### config.mk
export PLATFORM = sky130hd
export DESIGN_NAME = mips_multicycle_ctrl_flat
export DESIGN_NICKNAME = d
export VERILOG_FILES = /design/src/rtl/mips_multicycle_ctrl_pkg.sv /design/src/rtl/mips_multicycle_ctrl_if.sv /design/src/rtl/mips_multicycle_ctrl_alu_op_dec.sv /design/src/rtl/mips_multicycle_ctrl.sv /design/src/flat_wrapper.sv
export SDC_FILE = /design/constraint.sdc
export NUM_CORES = 1
export LEC_CHECK = 0
export ABC_AREA = 1
export CORE_ASPECT_RATIO = 0.6
export CORE_UTILIZATION = 45
export CTS_BUF_LIST = sky130_fd_sc_hd__clkbuf_8
export DETAILED_ROUTE_END_ITERATION = 16
export PLACE_DENSITY = 0.79
export SETUP_SLACK_MARGIN = 0.1
export SYNTH_ARGS = -nofsm -noshare
export SYNTH_HDL_FRONTEND = slang
export SYNTH_SLANG_ARGS = --single-unit
### constraint.sdc
create_clock -name clk -period 2.3 [get_ports clk]
set_clock_uncertainty 0.1 [all_clocks]
set_input_delay 0.46 -clock clk [delete_from_list [all_inputs] [get_ports clk]]
set_output_delay 0.46 -clock clk [all_outputs]
set_load 0.05 [all_outputs]
### src/rtl/mips_multicycle_ctrl_pkg.sv
// Shared definitions for the MIPS controllers: opcodes, functs, ALU codes,
// datapath mux encodings and the multi-cycle sequencer state enum.
package mips_pkg;

    localparam logic [5:0] OP_RTYPE = 6'd0;
    localparam logic [5:0] OP_J     = 6'd2;
    localparam logic [5:0] OP_JAL   = 6'd3;
    localparam logic [5:0] OP_BEQ   = 6'd4;
    localparam logic [5:0] OP_BNE   = 6'd5;
    localparam logic [5:0] OP_BGTZ  = 6'd7;
    localparam logic [5:0] OP_ADDI  = 6'd8;
    localparam logic [5:0] OP_ADDIU = 6'd9;
    localparam logic [5:0] OP_SLTI  = 6'd10;
    localparam logic [5:0] OP_SLTIU = 6'd11;
    localparam logic [5:0] OP_ANDI  = 6'd12;
    localparam logic [5:0] OP_ORI   = 6'd13;
    localparam logic [5:0] OP_LW    = 6'd35;
    localparam logic [5:0] OP_SH    = 6'd41;
    localparam logic [5:0] OP_SW    = 6'd43;

    localparam logic [5:0] F_SLL     = 6'd0;
    localparam logic [5:0] F_SRL     = 6'd2;
    localparam logic [5:0] F_SRA     = 6'd3;
    localparam logic [5:0] F_SLLV    = 6'd4;
    localparam logic [5:0] F_JR      = 6'd8;
    localparam logic [5:0] F_SYSCALL = 6'd12;
    localparam logic [5:0] F_ADD     = 6'd32;
    localparam logic [5:0] F_ADDU    = 6'd33;
    localparam logic [5:0] F_SUB     = 6'd34;
    localparam logic [5:0] F_SUBU    = 6'd35;
    localparam logic [5:0] F_AND     = 6'd36;
    localparam logic [5:0] F_OR      = 6'd37;
    localparam logic [5:0] F_NOR     = 6'd39;
    localparam logic [5:0] F_SLT     = 6'd42;
    localparam logic [5:0] F_SLTU    = 6'd43;

    localparam logic [3:0] ALU_SLL  = 4'd0;
    localparam logic [3:0] ALU_SRA  = 4'd1;
    localparam logic [3:0] ALU_SRL  = 4'd2;
    localparam logic [3:0] ALU_ADD  = 4'd5;
    localparam logic [3:0] ALU_SUB  = 4'd6;
    localparam logic [3:0] ALU_AND  = 4'd7;
    localparam logic [3:0] ALU_OR   = 4'd8;
    localparam logic [3:0] ALU_NOR  = 4'd10;
    localparam logic [3:0] ALU_SLT  = 4'd11;
    localparam logic [3:0] ALU_SLTU = 4'd12;
    localparam logic [3:0] ALU_DEF  = 4'd13;

    localparam logic [1:0] REGDST_RT = 2'b00;
    localparam logic [1:0] REGDST_RD = 2'b01;
    localparam logic [1:0] REGDST_RA = 2'b10;

    localparam logic [1:0] M2R_ALU = 2'b00;
    localparam logic [1:0] M2R_MDR = 2'b01;
    localparam logic [1:0] M2R_PC  = 2'b10;

    localparam logic [1:0] SRCA_PC    = 2'b00;
    localparam logic [1:0] SRCA_A     = 2'b01;
    localparam logic [1:0] SRCA_SHAMT = 2'b10;

    localparam logic [1:0] SRCB_B      = 2'b00;
    localparam logic [1:0] SRCB_FOUR   = 2'b01;
    localparam logic [1:0] SRCB_IMM    = 2'b10;
    localparam logic [1:0] SRCB_IMM_SH = 2'b11;

    localparam logic [1:0] PCSRC_ALU    = 2'b00;
    localparam logic [1:0] PCSRC_ALUOUT = 2'b01;
    localparam logic [1:0] PCSRC_JUMP   = 2'b10;
    localparam logic [1:0] PCSRC_REG    = 2'b11;

    localparam logic [1:0] MODE_NONE = 2'b00;
    localparam logic [1:0] MODE_HALF = 2'b01;
    localparam logic [1:0] MODE_WORD = 2'b10;

    typedef enum logic [3:0] {
        S_FETCH  = 4'd0,
        S_DECODE = 4'd1,
        S_EXEC_R = 4'd2,
        S_WB_R   = 4'd3,
        S_EXEC_I = 4'd4,
        S_WB_I   = 4'd5,
        S_ADDR   = 4'd6,
        S_MEM_RD = 4'd7,
        S_WB_MEM = 4'd8,
        S_MEM_WR = 4'd9,
        S_BRANCH = 4'd10,
        S_JUMP   = 4'd11,
        S_SYS    = 4'd12,
        S_HALT   = 4'd13
    } state_t;

    // Constant shifts take their amount from the shamt field instead of A.
    function automatic logic is_shamt_shift(input logic [5:0] f);
        return (f == F_SLL) || (f == F_SRL) || (f == F_SRA);
    endfunction

endpackage

### src/rtl/mips_multicycle_ctrl_if.sv
// Memory access bus between the sequencer (master) and memory (slave).
interface mips_multicycle_ctrl_if;
    logic       iord;
    logic       mem_read;
    logic       mem_write;
    logic [1:0] mode;
    logic       mem_ready;

    modport master (output iord, output mem_read, output mem_write, output mode, input mem_ready);
    modport slave  (input iord, input mem_read, input mem_write, input mode, output mem_ready);
endinterface

### src/rtl/mips_multicycle_ctrl_alu_op_dec.sv
// Combinational op/funct decode to ALU operation, immediate extension and
// variable-shift select; shared with the single-cycle decoder.
module mips_alu_op_dec
    import mips_pkg::*;
(
    input  logic [5:0] op,
    input  logic [5:0] funct,
    output logic [3:0] alu_op,
    output logic       signedext,
    output logic       shift,
    output logic       r_alu
);

    // Map the instruction to its ALU function; r_alu flags a supported R-type ALU funct.
    always_comb begin
        alu_op    = ALU_DEF;
        signedext = 1'b0;
        shift     = 1'b0;
        r_alu     = 1'b0;
        if (op == OP_RTYPE) begin
            r_alu = 1'b1;
            case (funct)
                F_ADD, F_ADDU: alu_op = ALU_ADD;
                F_SUB, F_SUBU: alu_op = ALU_SUB;
                F_AND:         alu_op = ALU_AND;
                F_OR:          alu_op = ALU_OR;
                F_NOR:         alu_op = ALU_NOR;
                F_SLT:         alu_op = ALU_SLT;
                F_SLTU:        alu_op = ALU_SLTU;
                F_SLL:         alu_op = ALU_SLL;
                F_SRL:         alu_op = ALU_SRL;
                F_SRA:         alu_op = ALU_SRA;
                F_SLLV: begin
                    alu_op = ALU_SLL;
                    shift  = 1'b1;
                end
                default:       r_alu  = 1'b0;
            endcase
        end else begin
            case (op)
                OP_ADDI, OP_ADDIU: begin
                    alu_op    = ALU_ADD;
                    signedext = 1'b1;
                end
                OP_SLTI: begin
                    alu_op    = ALU_SLT;
                    signedext = 1'b1;
                end
                OP_SLTIU: alu_op = ALU_SLTU;
                OP_ANDI:  alu_op = ALU_AND;
                OP_ORI:   alu_op = ALU_OR;
                default:  alu_op = ALU_DEF;
            endcase
        end
    end

endmodule

### src/rtl/mips_multicycle_ctrl.sv
// Multi-cycle MIPS sequencer: one datapath step per clock, memory ready
// handshake, syscall halt/resume and a retired-instruction counter.
module mips_multicycle_ctrl
    import mips_pkg::*;
#(
    parameter int CNT_W = 32
)
(
    input  logic                 clk,
    input  logic                 rst_n,
    mips_multicycle_ctrl_if.master mem_bus,
    input  logic [5:0]           op,
    input  logic [5:0]           funct,
    input  logic                 alu_zero,
    input  logic                 a_gtz,
    input  logic                 v0_is_10,
    input  logic                 resume,
    output logic                 pc_write,
    output logic                 ir_write,
    output logic                 reg_write,
    output logic [1:0]           regdst,
    output logic [1:0]           memtoreg,
    output logic [1:0]           alu_src_a,
    output logic [1:0]           alu_src_b,
    output logic                 signedext,
    output logic                 shift,
    output logic [3:0]           alu_op,
    output logic [1:0]           pc_source,
    output logic                 syscall_pulse,
    output logic                 illegal,
    output logic                 halted,
    output logic [CNT_W-1:0]     instr_count
);

    localparam logic [CNT_W-1:0] CNT_ONE = {{(CNT_W-1){1'b0}}, 1'b1};

    state_t             state_r;
    state_t             dispatch_s;
    logic [CNT_W-1:0]   instr_count_r;
    logic               retire_s;
    logic [3:0]         dec_alu_op_s;
    logic               dec_signedext_s;
    logic               dec_shift_s;
    logic               dec_r_alu_s;
    logic               iord_s;
    logic               mem_read_s;
    logic               mem_write_s;
    logic [1:0]         mode_s;

    mips_alu_op_dec u_alu_op_dec (
        .op        (op),
        .funct     (funct),
        .alu_op    (dec_alu_op_s),
        .signedext (dec_signedext_s),
        .shift     (dec_shift_s),
        .r_alu     (dec_r_alu_s)
    );

    // Instruction class dispatch out of DECODE; unsupported encodings return to FETCH.
    always_comb begin
        dispatch_s = S_FETCH;
        if (op == OP_RTYPE) begin
            if (dec_r_alu_s)             dispatch_s = S_EXEC_R;
            else if (funct == F_JR)      dispatch_s = S_JUMP;
            else if (funct == F_SYSCALL) dispatch_s = S_SYS;
            else                         dispatch_s = S_FETCH;
        end else begin
            case (op)
                OP_ADDI, OP_ADDIU, OP_SLTI, OP_SLTIU, OP_ANDI, OP_ORI: dispatch_s = S_EXEC_I;
                OP_LW, OP_SW, OP_SH:                                  dispatch_s = S_ADDR;
                OP_BEQ, OP_BNE, OP_BGTZ:                              dispatch_s = S_BRANCH;
                OP_J, OP_JAL:                                         dispatch_s = S_JUMP;
                default:                                              dispatch_s = S_FETCH;
            endcase
        end
    end

    // An instruction retires on the transition out of its final state.
    always_comb begin
        case (state_r)
            S_WB_R, S_WB_I, S_WB_MEM, S_BRANCH, S_JUMP, S_SYS: retire_s = 1'b1;
            S_MEM_WR: retire_s = mem_bus.mem_ready;
            default:  retire_s = 1'b0;
        endcase
    end

    // Sequencer state transitions and retired-instruction counter.
    always_ff @(posedge clk or negedge rst_n) begin
        if (!rst_n) begin
            state_r       <= S_FETCH;
            instr_count_r <= {CNT_W{1'b0}};
        end else begin
            if (retire_s) instr_count_r <= instr_count_r + CNT_ONE;
            else          instr_count_r <= instr_count_r;
            case (state_r)
                S_FETCH:  state_r <= mem_bus.mem_ready ? S_DECODE : S_FETCH;
                S_DECODE: state_r <= dispatch_s;
                S_EXEC_R: state_r <= S_WB_R;
                S_EXEC_I: state_r <= S_WB_I;
                S_ADDR:   state_r <= (op == OP_LW) ? S_MEM_RD : S_MEM_WR;
                S_MEM_RD: state_r <= mem_bus.mem_ready ? S_WB_MEM : S_MEM_RD;
                S_MEM_WR: state_r <= mem_bus.mem_ready ? S_FETCH : S_MEM_WR;
                S_SYS:    state_r <= v0_is_10 ? S_HALT : S_FETCH;
                S_HALT:   state_r <= resume ? S_FETCH : S_HALT;
                default:  state_r <= S_FETCH;
            endcase
        end
    end

    // State-decoded datapath controls; every enable is low outside its own state.
    always_comb begin
        pc_write      = 1'b0;
        ir_write      = 1'b0;
        reg_write     = 1'b0;
        regdst        = REGDST_RT;
        memtoreg      = M2R_ALU;
        alu_src_a     = SRCA_PC;
        alu_src_b     = SRCB_B;
        signedext     = 1'b0;
        shift         = 1'b0;
        alu_op        = ALU_DEF;
        pc_source     = PCSRC_ALU;
        syscall_pulse = 1'b0;
        illegal       = 1'b0;
        halted        = 1'b0;
        iord_s        = 1'b0;
        mem_read_s    = 1'b0;
        mem_write_s   = 1'b0;
        mode_s        = MODE_NONE;
        case (state_r)
            S_FETCH: begin
                mem_read_s = 1'b1;
                alu_src_b  = SRCB_FOUR;
                alu_op     = ALU_ADD;
                ir_write   = mem_bus.mem_ready;
                pc_write   = mem_bus.mem_ready;
            end
            S_DECODE: begin
                alu_src_b = SRCB_IMM_SH;
                alu_op    = ALU_ADD;
                signedext = 1'b1;
                illegal   = (dispatch_s == S_FETCH);
            end
            S_EXEC_R: begin
                alu_src_a = is_shamt_shift(funct) ? SRCA_SHAMT : SRCA_A;
                alu_op    = dec_alu_op_s;
                shift     = dec_shift_s;
            end
            S_WB_R: begin
                reg_write = 1'b1;
                regdst    = REGDST_RD;
            end
            S_EXEC_I: begin
                alu_src_a = SRCA_A;
                alu_src_b = SRCB_IMM;
                signedext = dec_signedext_s;
                alu_op    = dec_alu_op_s;
            end
            S_WB_I: reg_write = 1'b1;
            S_ADDR: begin
                alu_src_a = SRCA_A;
                alu_src_b = SRCB_IMM;
                signedext = 1'b1;
                alu_op    = ALU_ADD;
            end
            S_MEM_RD: begin
                mem_read_s = 1'b1;
                iord_s     = 1'b1;
            end
            S_WB_MEM: begin
                reg_write = 1'b1;
                memtoreg  = M2R_MDR;
            end
            S_MEM_WR: begin
                mem_write_s = 1'b1;
                iord_s      = 1'b1;
                mode_s      = (op == OP_SH) ? MODE_HALF : MODE_WORD;
            end
            S_BRANCH: begin
                alu_src_a = SRCA_A;
                alu_op    = ALU_SUB;
                pc_source = PCSRC_ALUOUT;
                pc_write  = ((op == OP_BEQ) & alu_zero) | ((op == OP_BNE) & ~alu_zero) |
                            ((op == OP_BGTZ) & a_gtz);
            end
            S_JUMP: begin
                pc_write  = 1'b1;
                pc_source = (op == OP_RTYPE) ? PCSRC_REG : PCSRC_JUMP;
                if (op == OP_JAL) begin
                    reg_write = 1'b1;
                    regdst    = REGDST_RA;
                    memtoreg  = M2R_PC;
                end else begin
                    reg_write = 1'b0;
                end
            end
            S_SYS:   syscall_pulse = ~v0_is_10;
            S_HALT:  halted = 1'b1;
            default: halted = 1'b0;
        endcase
    end

    assign mem_bus.iord      = iord_s;
    assign mem_bus.mem_read  = mem_read_s;
    assign mem_bus.mem_write = mem_write_s;
    assign mem_bus.mode      = mode_s;
    assign instr_count       = instr_count_r;

endmodule

### src/flat_wrapper.sv
// flat-port wrapper written by rule: the top's interface ports become plain ports
module mips_multicycle_ctrl_flat import mips_pkg::*;
#(
    parameter int CNT_W = 32
)
  (clk, rst_n, op, funct, alu_zero, a_gtz, v0_is_10, resume, pc_write, ir_write, reg_write, regdst, memtoreg, alu_src_a, alu_src_b, signedext, shift, alu_op, pc_source, syscall_pulse, illegal, halted, instr_count, mem_bus_iord, mem_bus_mem_read, mem_bus_mem_write, mem_bus_mode, mem_bus_mem_ready);
  mips_multicycle_ctrl_if mem_bus_i ();
  input  logic clk;
  input  logic rst_n;
  input  logic [5:0] op;
  input  logic [5:0] funct;
  input  logic alu_zero;
  input  logic a_gtz;
  input  logic v0_is_10;
  input  logic resume;
  output logic pc_write;
  output logic ir_write;
  output logic reg_write;
  output logic [1:0] regdst;
  output logic [1:0] memtoreg;
  output logic [1:0] alu_src_a;
  output logic [1:0] alu_src_b;
  output logic signedext;
  output logic shift;
  output logic [3:0] alu_op;
  output logic [1:0] pc_source;
  output logic syscall_pulse;
  output logic illegal;
  output logic halted;
  output logic [CNT_W-1:0] instr_count;
  output wire logic [$bits(mem_bus_i.iord)-1:0] mem_bus_iord;
  output wire logic [$bits(mem_bus_i.mem_read)-1:0] mem_bus_mem_read;
  output wire logic [$bits(mem_bus_i.mem_write)-1:0] mem_bus_mem_write;
  output wire logic [$bits(mem_bus_i.mode)-1:0] mem_bus_mode;
  input wire logic [$bits(mem_bus_i.mem_ready)-1:0] mem_bus_mem_ready;
  assign mem_bus_iord = mem_bus_i.iord;
  assign mem_bus_mem_read = mem_bus_i.mem_read;
  assign mem_bus_mem_write = mem_bus_i.mem_write;
  assign mem_bus_mode = mem_bus_i.mode;
  assign mem_bus_i.mem_ready = mem_bus_mem_ready;
  mips_multicycle_ctrl #(.CNT_W(CNT_W)) u_core (.clk(clk), .rst_n(rst_n), .mem_bus(mem_bus_i), .op(op), .funct(funct), .alu_zero(alu_zero), .a_gtz(a_gtz), .v0_is_10(v0_is_10), .resume(resume), .pc_write(pc_write), .ir_write(ir_write), .reg_write(reg_write), .regdst(regdst), .memtoreg(memtoreg), .alu_src_a(alu_src_a), .alu_src_b(alu_src_b), .signedext(signedext), .shift(shift), .alu_op(alu_op), .pc_source(pc_source), .syscall_pulse(syscall_pulse), .illegal(illegal), .halted(halted), .instr_count(instr_count));
endmodule
# Yosys cells after proc, flatten, opt, wreduce, memory -nomap -nowiden
# Memories as Yosys holds them, arrays and structs flattened.
# Index checks and enable logic that the tools add are counted.
totals:
  reg_bits: 36
  romBits: 256
  in_bits: 19
  n_memories: 1
op_classes:
  addsub: 1
  eq_ne: 39
  mux: 44
  bitwise_logic: 7
  n_reduce_logical: 21
memory_table:
  columns: ["name", "depth", "width", "rd", "rd_ports_with_merged_regs", "write_ports", "line", "source"]
  rows:
  - ["(no name shown)", 64, 4, 1, 0, 0, "mips_multicycle_ctrl.sv:68", "case (op)"]
ops:
  columns: ["cell", "count"]
  rows:
  - ["6-bit equality test, second input constant", 11]
  - ["6-bit by 4-bit equality test with 1-bit output, second input constant", 8]
  - ["4-bit 2-to-1 mux", 10]
  - ["4-bit case mux with 10 select lines", 1]
  - ["4-bit case mux with 9 select lines", 1]
  - ["32-bit by 1-bit adder with 32-bit output, second input constant", 1]
  - ["4-bit equality test, second input constant", 6]
  - ["6-bit by 3-bit equality test with 1-bit output, second input constant", 4]
  - ["4-bit case mux with 5 select lines", 1]
  - ["6-bit by 2-bit equality test with 1-bit output, second input constant", 3]
  - ["2-bit OR reduction", 9]
  - ["1-bit 2-to-1 mux", 17]
  - ["4-bit by 3-bit equality test with 1-bit output, second input constant", 4]
  - ["2-bit case mux with 2 select lines", 4]
  - ["13-bit OR reduction", 1]
  - ["6-bit zero test", 2]
  - ["4-bit case mux with 3 select lines", 1]
  - ["3-bit OR reduction", 4]
  - ["4-bit by 2-bit equality test with 1-bit output, second input constant", 2]
  - ["4-bit zero test", 2]
  - ["2-bit 2-to-1 mux", 4]
  - ["1-bit case mux with 2 select lines", 3]
  - ["2-bit case mux with 3 select lines", 1]
  - ["6-bit OR reduction", 1]
  - ["other kinds (6)", 11]

# Logic depth before layout (Yosys ltp)
# Gate-level depths: netlist (run 1).
logic_depth:
  word_depth: 8
  depth_mapped: 10
  depth_no_buf: 10

# Hierarchy
# Synthesis (run 1) repeated with hierarchy kept, for this count alone.
hier_totals:
  cells_unflattened: 573
  area_unflattened_um2: 3271.9
by_module_without_submodules:
  columns: ["mod", "instances", "cells_each", "area_per_inst_um2", "seq_area_each_um2"]
  rows:
  - ["mips_multicycle_ctrl", 1, 496, 2905.3, 900.9]
  - ["mips_alu_op_dec", 1, 77, 366.6, 0.0]

# Worst setup path before layout (run 1)
# OpenSTA, ideal clock, no wires.
synth_path:
  kind: "input to output"
  startpoint: "in op[2]"
  endpoint: "out reg_write"
  arrival_ns: 2.963
  t_required_ns: 1.740
  path_slack_ns: -1.223
  stages: 5
  path_cell_list: "buf_2 -> nor2_1 -> nand2_1 -> nor4_1 -> or2_2"
synth_between:
  elab_chain_len: 3
synth_lines:
  columns: ["item", "line", "source"]
  rows:
  - ["start: declaration", "flat_wrapper.sv:10", "input logic [5:0] op;"]
  - ["6-bit by 2-bit equality test with 1-bit output", "mips_multicycle_ctrl.sv:189", "if (op == OP_JAL) begin"]
  - ["1-bit 2-to-1 mux", "mips_multicycle_ctrl.sv:189", null]
  - ["1-bit case mux with 2 select lines", "mips_multicycle_ctrl.sv:130", "case (state_r)"]
  - ["end: declaration", "flat_wrapper.sv:18", "output logic reg_write;"]
# No other way between the ends.

# Worst setup path after layout (run 1)
layout_path:
  startpoint: "reg u_core.state_r[1]"
  endpoint: "out alu_op[3]"
layout_between:
  elab_chain_len: 3
layout_lines:
  columns: ["item", "line", "source"]
  rows:
  - ["start: declaration", "mips_multicycle_ctrl.sv:37", "state_t state_r;"]
  - ["start signal: assignment", "mips_multicycle_ctrl.sv:96", "S_FETCH: state_r <= mem_bus.mem_ready ? S_DECODE : S_FETCH;"]
  - ["start signal: assignment", "mips_multicycle_ctrl.sv:97", "S_DECODE: state_r <= dispatch_s;"]
  - ["start signal: assignment", "mips_multicycle_ctrl.sv:100", "S_ADDR: state_r <= (op == OP_LW) ? S_MEM_RD : S_MEM_WR;"]
  - ["4-bit by 3-bit equality test with 1-bit output (tied with other cells)", "mips_multicycle_ctrl.sv:130", null]
  - ["3-bit OR reduction (no source line) or 2-bit OR reduction (tied branches)", null, null]
  - ["4-bit case mux with 3 select lines (*)", "mips_multicycle_ctrl.sv:130", null]
  - ["end: declaration", "flat_wrapper.sv:25", "output logic [3:0] alu_op;"]
# Mark *: on every way between the ends. The rest lies on a longest branch, timed or not.

==> results.sh, run 1 <==
export IMPL_avgSynthCellArea_um2=6.16
export IMPL_ios=78
export IMPL_seq_area_frac_synth=0.297
export IMPL_ctsHtreeMaxLevel=2
export IMPL_grt_pass1_vias=3590
export IMPL_globalplace_congestion=0.979
export IMPL_drt_iter0_markers=406
export IMPL_initial_core_util=0.482
export IMPL_avgRoutedWirePerCell_um=18.0
export IMPL_maxSlewHeadroom=0.439
export IMPL_leakagePower_nw=2.49
export IMPL_syn_nets=513
export IMPL_p_per_area_nw_per_um2=945
export IMPL_route_vias_total=4033
export IMPL_clk_latency_ns=0.30
export IMPL_crit_arrival_ns=1.94
export IMPL_power_switching_w=0.00253
export IMPL_intPower_w=0.00240
export IMPL_hold_viol_final=0
export IMPL_criticalPathCategory="reg -> out"
export IMPL_critPathRequiredTime_ns=1.74
export IMPL_max_cap_viol_count=0
export IMPL_yosysUniqueCellTypes=37
export IMPL_rrSetupSlack_ns=0.14
export IMPL_port_buffers=77
export IMPL_dieWidth_um=108
export IMPL_dieArea_um2=7090
export IMPL_clock_path_buffers=2
export IMPL_rsz0062_at_grt="yes"
export IMPL_hold_class="in -> async"
export IMPL_grt_pass1_wl_um=18700
export IMPL_wl_um=13100
export IMPL_r2r_start="u_core.state_r[1]$_DFF_PN0_"
export IMPL_die_y_um=65.6
export IMPL_clockRootBuffer="clkbuf_8"
export IMPL_drive_gt1_frac=0.363
export IMPL_final_setup_worst_slack_ns=-0.199
export IMPL_p_comb_frac=0.725
export IMPL_dr_pass1_iters=5
export IMPL_finalNetCount=664
export IMPL_irDropWorstVdd_uv=743
export IMPL_syn_inst=493
export IMPL_final_cells=729
export IMPL_setup_viol=5
export IMPL_grt_overflow=0
export IMPL_ys_warn_count=0
export IMPL_pwr_share_seq=0.175
export IMPL_hpwlAfterDp_um=8820
export IMPL_antenna_left=0
export IMPL_ys_ff_latch=36
export IMPL_worstMarginPinSlew_ns=0.841
export IMPL_cts_sinks=36
export IMPL_endpoint_kind="output pin"
export IMPL_track_usage=0.356
export IMPL_synthesis_area_um2=3040
export IMPL_cp_start_kind="flip-flop"
export IMPL_routed_via_density=5.53
export IMPL_switching_share=0.513
export IMPL_final_max_slew_viol_count=0
export IMPL_cts_tree="built"
export IMPL_max_freq_mhz=400
export IMPL_r2r_end="u_core.instr_count[7]$_DFFE_PN0P_"
export IMPL_path_max_fanout=6
export IMPL_area_growth_pct=71.8
export IMPL_grt_max_degree=39
export IMPL_outcome="finished with violations"
export IMPL_remaining_drc_errors=0
export IMPL_numCtsBuffers=5
export IMPL_antenna_cells=0
export IMPL_fin_setup_tns_ns=-0.492
export IMPL_period_needed_ns=2.50
export IMPL_num_rows=22
export IMPL_whs_ns=0.149
export IMPL_violations="negative setup slack"
export IMPL_pwr_share_clk=0.101
export IMPL_hold_buffers=0
export IMPL_period_share=1.09
export IMPL_reg2reg_depth=12
export IMPL_dp_cells=689
export IMPL_utilization=0.828
export IMPL_clkTransAtPathRegs_ns=0.08
export IMPL_antenna_found_initial=0
export IMPL_fp_coreArea_um2=6300
-- registers in the layout (all words and copies together) (netlist names) --
name	cells
u_core.state_r	4
u_core.instr_count	32
-- per-stage QoR --
step	worst slack (ns)	area (µm²)	power (W)
after floorplan	-0.0856	3120	0.00252
after global placement	-0.554	4430	0.00358
after detailed placement	-0.496	4430	0.00362
after CTS	0.0423	4940	0.00448
after global routing	-0.228	5220	0.00511
final	-0.199	5220	0.00493
-- placed cells by master, fill, tap and decap left out, drive strengths merged --
cell	n
ha	1
dlymetal6s2s	6
nor3	19
and3b	1
clkinv	2
nor4	2
nand2b	1
buf	108
a211oi	1
o21bai	1
dlygate4sd2	1
o2111ai	1
clkdlybuf4s50	30
and3	1
nand3b	4
dfrtp	36
nand4	8
or2	1
o21ai	27
xor2	12
nor2	84
a21oi	3
xnor2	6
nand2	169
o211ai	4
inv	69
o221ai	1
o21a	1
clkbuf	11
o311ai	1
nand3	33
-- timing repair --
| action | 4_1_cts | 5_1_grt |
|---|---|---|
| endpoints found under the setup margin | 19 | 44 |
| endpoints found under the hold margin | 0 | 0 |
| pin swaps | 32 | 25 |
| resized for setup | 132 | 73 |
| cloned | 0 | 1 |
| buffers inserted | 21 | 10 |
-- metal layers --
| metal | vias to the layer above | part of all wire | GRT usage | wire (µm) |
|---|---|---|---|---|
| li1 | 1869 | - | - | - |
| met1 | 1897 | 0.44 | 0.536 | 5700 |
| met2 | 235 | 0.42 | 0.503 | 5510 |
| met3 | 32 | 0.13 | 0.0972 | 1660 |
| met4 | 0 | 0.017 | 0.0479 | 219 |
| met5 | - | 0 | 0.0556 | 0 |
-- synth_stat cells, drive strengths merged --
cell	number	share of area
and3	1	0.0021
o311ai	1	0.0029
a21oi	3	0.0049
a211oi	1	0.0025
o21bai	1	0.0025
xnor2	6	0.017
inv	69	0.085
nand2	169	0.22
nand4	8	0.016
nor2	84	0.11
buf	6	0.018
or2	1	0.0021
ha	1	0.0041
o2111ai	1	0.0029
nand2b	1	0.0021
o21a	1	0.0025
o221ai	1	0.0029
xor2	12	0.035
nor4	2	0.0041
dfrtp	36	0.30
and3b	1	0.0029
nand3b	4	0.0099
o21ai	27	0.044
o211ai	4	0.0099
nor3	19	0.040
nand3	33	0.059
-- layout make-up --
| type | instances | area (µm²) |
|---|---|---|
| fill | 393 | 1080 |
| clock buffer | 6 | 82.6 |
| sequential | 36 | 902 |
| clock inverter | 2 | 10.0 |
| inverter | 69 | 282 |
| tap | 84 | 105 |
| multi-input combinational | 382 | 2270 |
| timing repair buffer | 150 | 1570 |
-- worst max-delay path by stage --
stage                                     start  cells after the start  slack (ns)        end
floorplan                                 op[2]                      5       -0.09  reg_write
global placement                          op[2]                     10       -0.55    illegal
detailed placement                        op[1]                     10       -0.50    illegal
CTS                                       op[0]                      9        0.04    illegal
global route        u_core.state_r[1]$_DFF_PN0_                      8       -0.23  alu_op[3]
finish              u_core.state_r[1]$_DFF_PN0_                      8       -0.20  alu_op[3]
-- cell families (layout without fill, tap and decap cells) --
| logic type | Yosys count | in the layout | synth area share |
|---|---|---|---|
| and+or+nand+nor | 323 | 323 | 0.469 |
| buffers and inverters | 75 | 227 | 0.103 |
| AOI/OAI and AO/OA | 40 | 40 | 0.0754 |
| DFF | 36 | 36 | 0.297 |
| xor gates and xnor gates | 18 | 18 | 0.0519 |
| adders and majority gates | 1 | 1 | 0.00412 |
-- worst max-delay path, cell delays in order (launching register included) --
cell and delay, ns:
dfrtp_1 0.44, buf_6 0.18, nand2_2 0.14, nor2_4 0.07, nor2_1 0.17, inv_1 0.12, nor3_2 0.19, o21bai_4 0.18
buf_12 0.15
-- power groups by stage --
stage	registers (W)	clock network (W)	logic [W]
floorplan	0.00107	0	0.00144
global placement	0.000854	0	0.00272
CTS	0.000854	0.000494	0.00314
detailed placement	0.000860	0	0.00276
global route	0.000873	0.000528	0.00370
finish	0.000861	0.000497	0.00357
Power figures use the tool's default switching activity.
==> run 2: changes to the inputs <==
Clock period 2.3 ns to 2.4 ns, I/O delays scaled along.
==> run 2 against run 1 <==
Net effect:
- the run now ends clean
- clock power grew 11%
- die area is the same
- critical path depth grew 1
- routed wire length shrank 4.1%
- register-to-register slack gained 0.17 ns
- largest cell class unchanged
==> results.sh, run 2 (synthesis results as in run 1) <==
export IMPL_slowest_delay_ns=0.42
export IMPL_grt_pass1_vias=3557
export IMPL_cp_top_family="buffers and inverters"
export IMPL_cts_sinks=36
export IMPL_area_growth_pct=61.4
export IMPL_crit_chain="inv_2, nand2_4, buf_4, nor2_4, nor2_1, inv_1, nor3_2, o21bai_4, buf_12"
export IMPL_hold_buffers=0
export IMPL_leakagePower_nw=2.28
export IMPL_hold_viol_final=0
export IMPL_route_vias_total=3950
export IMPL_remaining_drc_errors=0
export IMPL_largest_register_ffs=32
export IMPL_clk_latency_ns=0.29
export IMPL_dr_pass1_iters=5
export IMPL_path_max_fanout=4
export IMPL_period_needed_ns=2.34
export IMPL_numCtsBuffers=5
export IMPL_layout_common_cells="144 x nand2_1, 62 x buf_4, 57 x nor2_1, 50 x inv_1, 36 x clkdlybuf4s50_1"
export IMPL_finalNetCount=648
export IMPL_mostFrequentLayoutCell="nand2_1"
export IMPL_initial_core_util=0.482
export IMPL_multiInputGateArea_um2=2200
export IMPL_clkTransAtPathRegs_ns=0.08
export IMPL_cp_buffers_inverters=4
export IMPL_clockRootBuffer="clkbuf_8"
export IMPL_worstMarginPinSlew_ns=0.864
export IMPL_period_share=0.976
export IMPL_outcome="finished clean"
export IMPL_drive_gt1_frac=0.329
export IMPL_critPathRequiredTime_ns=1.82
export IMPL_regArea_um2=905
export IMPL_avgRoutedWirePerCell_um=17.6
export IMPL_power_w=0.00440
export IMPL_port_buffers=77
export IMPL_grt_overflow=0
export IMPL_fin_setup_tns_ns=0
export IMPL_fillers=486
export IMPL_p_per_area_nw_per_um2=898
export IMPL_cp_start_kind="flip-flop"
export IMPL_grt_pass1_wl_um=18400
export IMPL_antenna_left=0
export IMPL_num_rows=22
export IMPL_final_max_slew_viol_count=0
export IMPL_track_usage=0.349
export IMPL_antenna_cells=0
export IMPL_rsz0062_at_grt="yes"
export IMPL_drt_iter0_markers=393
export IMPL_ios=78
export IMPL_hold_class="in -> async"
export IMPL_die_y_um=65.6
export IMPL_endpoint_kind="output pin"
export IMPL_hpwlAfterDp_um=8890
export IMPL_utilization=0.778
export IMPL_globalplace_congestion=0.940
export IMPL_cpMaxStageDelayCell="dfrtp_1"
export IMPL_wl_um=12600
export IMPL_max_cap_viol_count=0
export IMPL_setup_viol=0
export IMPL_dieArea_um2=7090
export IMPL_routed_via_density=5.54
export IMPL_crit_arrival_ns=1.76
export IMPL_antenna_found_initial=0
export IMPL_max_freq_mhz=427
export IMPL_final_cell_area_um2=4900
export IMPL_post_dp_cell_area_um2=4340
export IMPL_clock_path_buffers=2
export IMPL_criticalPathCategory="reg -> out"
export IMPL_dieWidth_um=108
export IMPL_maxSlewHeadroom=0.424
export IMPL_cts_tree="built"
export IMPL_ctsHtreeMaxLevel=2
export IMPL_fp_coreArea_um2=6300
export IMPL_grt_max_degree=39
export IMPL_irDropWorstVdd_uv=939
==> run 2: cell count changes in the layout (fill, tap and decap cells not counted), sizes merged <==
cell,before,now
bufinv,0,1
clkdlybuf4s50,30,36
clkbuf,11,8
clkinv,2,1
dlymetal6s2s,6,0
buf,108,94
inv,69,70
==> run 2: layout make-up <==
cell class,count,area share
Multi-Input combinational cell,382,0.448
Inverter,69,0.0554
Clock buffer,5,0.0140
Tap cell,84,0.0214
Timing Repair Buffer,134,0.269
Sequential cell,36,0.185
Clock inverter,3,0.00791
==> run 2: metrics by stage <==
| stage | std cells | hold slack [ns] | worst slack, ns |
|---|---|---|---|
| final | 713 | 0.192 | 0.0588 |
| after global routing | 713 | 0.255 | -0.00650 |
| after CTS | 705 | 0.211 | 0.0804 |
| after detailed placement | 685 | 0.435 | -0.400 |
| after global placement | 685 | 0.411 | -0.399 |
| after floorplan | 493 | 0.0844 | -0.0711 |
==> run 2: worst paths after layout <==
check / from / endpoint / slack, ns / cells after the start
min: rst_n / u_core.instr_count[16]$_DFFE_PN0P_ / 0.19 / 1
min in group clk: u_core.instr_count[26]$_DFFE_PN0P_ / u_core.instr_count[26]$_DFFE_PN0P_ / 0.45 / 2
max: u_core.state_r[2]$_DFF_PN0_ / alu_op[3] / 0.06 / 9
max reg2reg: u_core.instr_count[0]$_DFFE_PN0P_ / u_core.instr_count[22]$_DFFE_PN0P_ / 0.31 / 9
max in group asynchronous: rst_n / u_core.state_r[0]$_DFF_PN0_ / 1.40 / 1
min reg2reg: u_core.instr_count[26]$_DFFE_PN0P_ / u_core.instr_count[26]$_DFFE_PN0P_ / 0.45 / 2
==> run 2: timing repair <==
item	CTS	global route
buffers inserted	12	8
endpoints found under the setup margin	17	17
pin swaps	26	33
resized for setup	109	58
==> run 2: metal layers <==
layer,GRT usage,vias to the layer above,routed length [µm]
li1,-,1833,-
met4,0.0719,0,274
met5,0,-,0
met3,0.0724,32,1360
met1,0.539,1832,5640
met2,0.491,253,5280
==> run 2: power breakdown <==
group / switching (W) / internal [W]
clock: 0.000245 / 0.000305
sequential: 0.000141 / 0.000702
combinational: 0.00189 / 0.00111
total: 0.00228 / 0.00212
==> run 2: worst register-to-register path, cell delays in order (launching register included) <==
cell     delay (ns)
dfrtp_2        0.50
ha_1           0.25
nand3_1        0.16
nor2_4         0.22
nand2_2        0.17
nor3_4         0.25
nand3_2        0.14
nor2_1         0.12
nand2_1        0.07
nand2_1        0.05
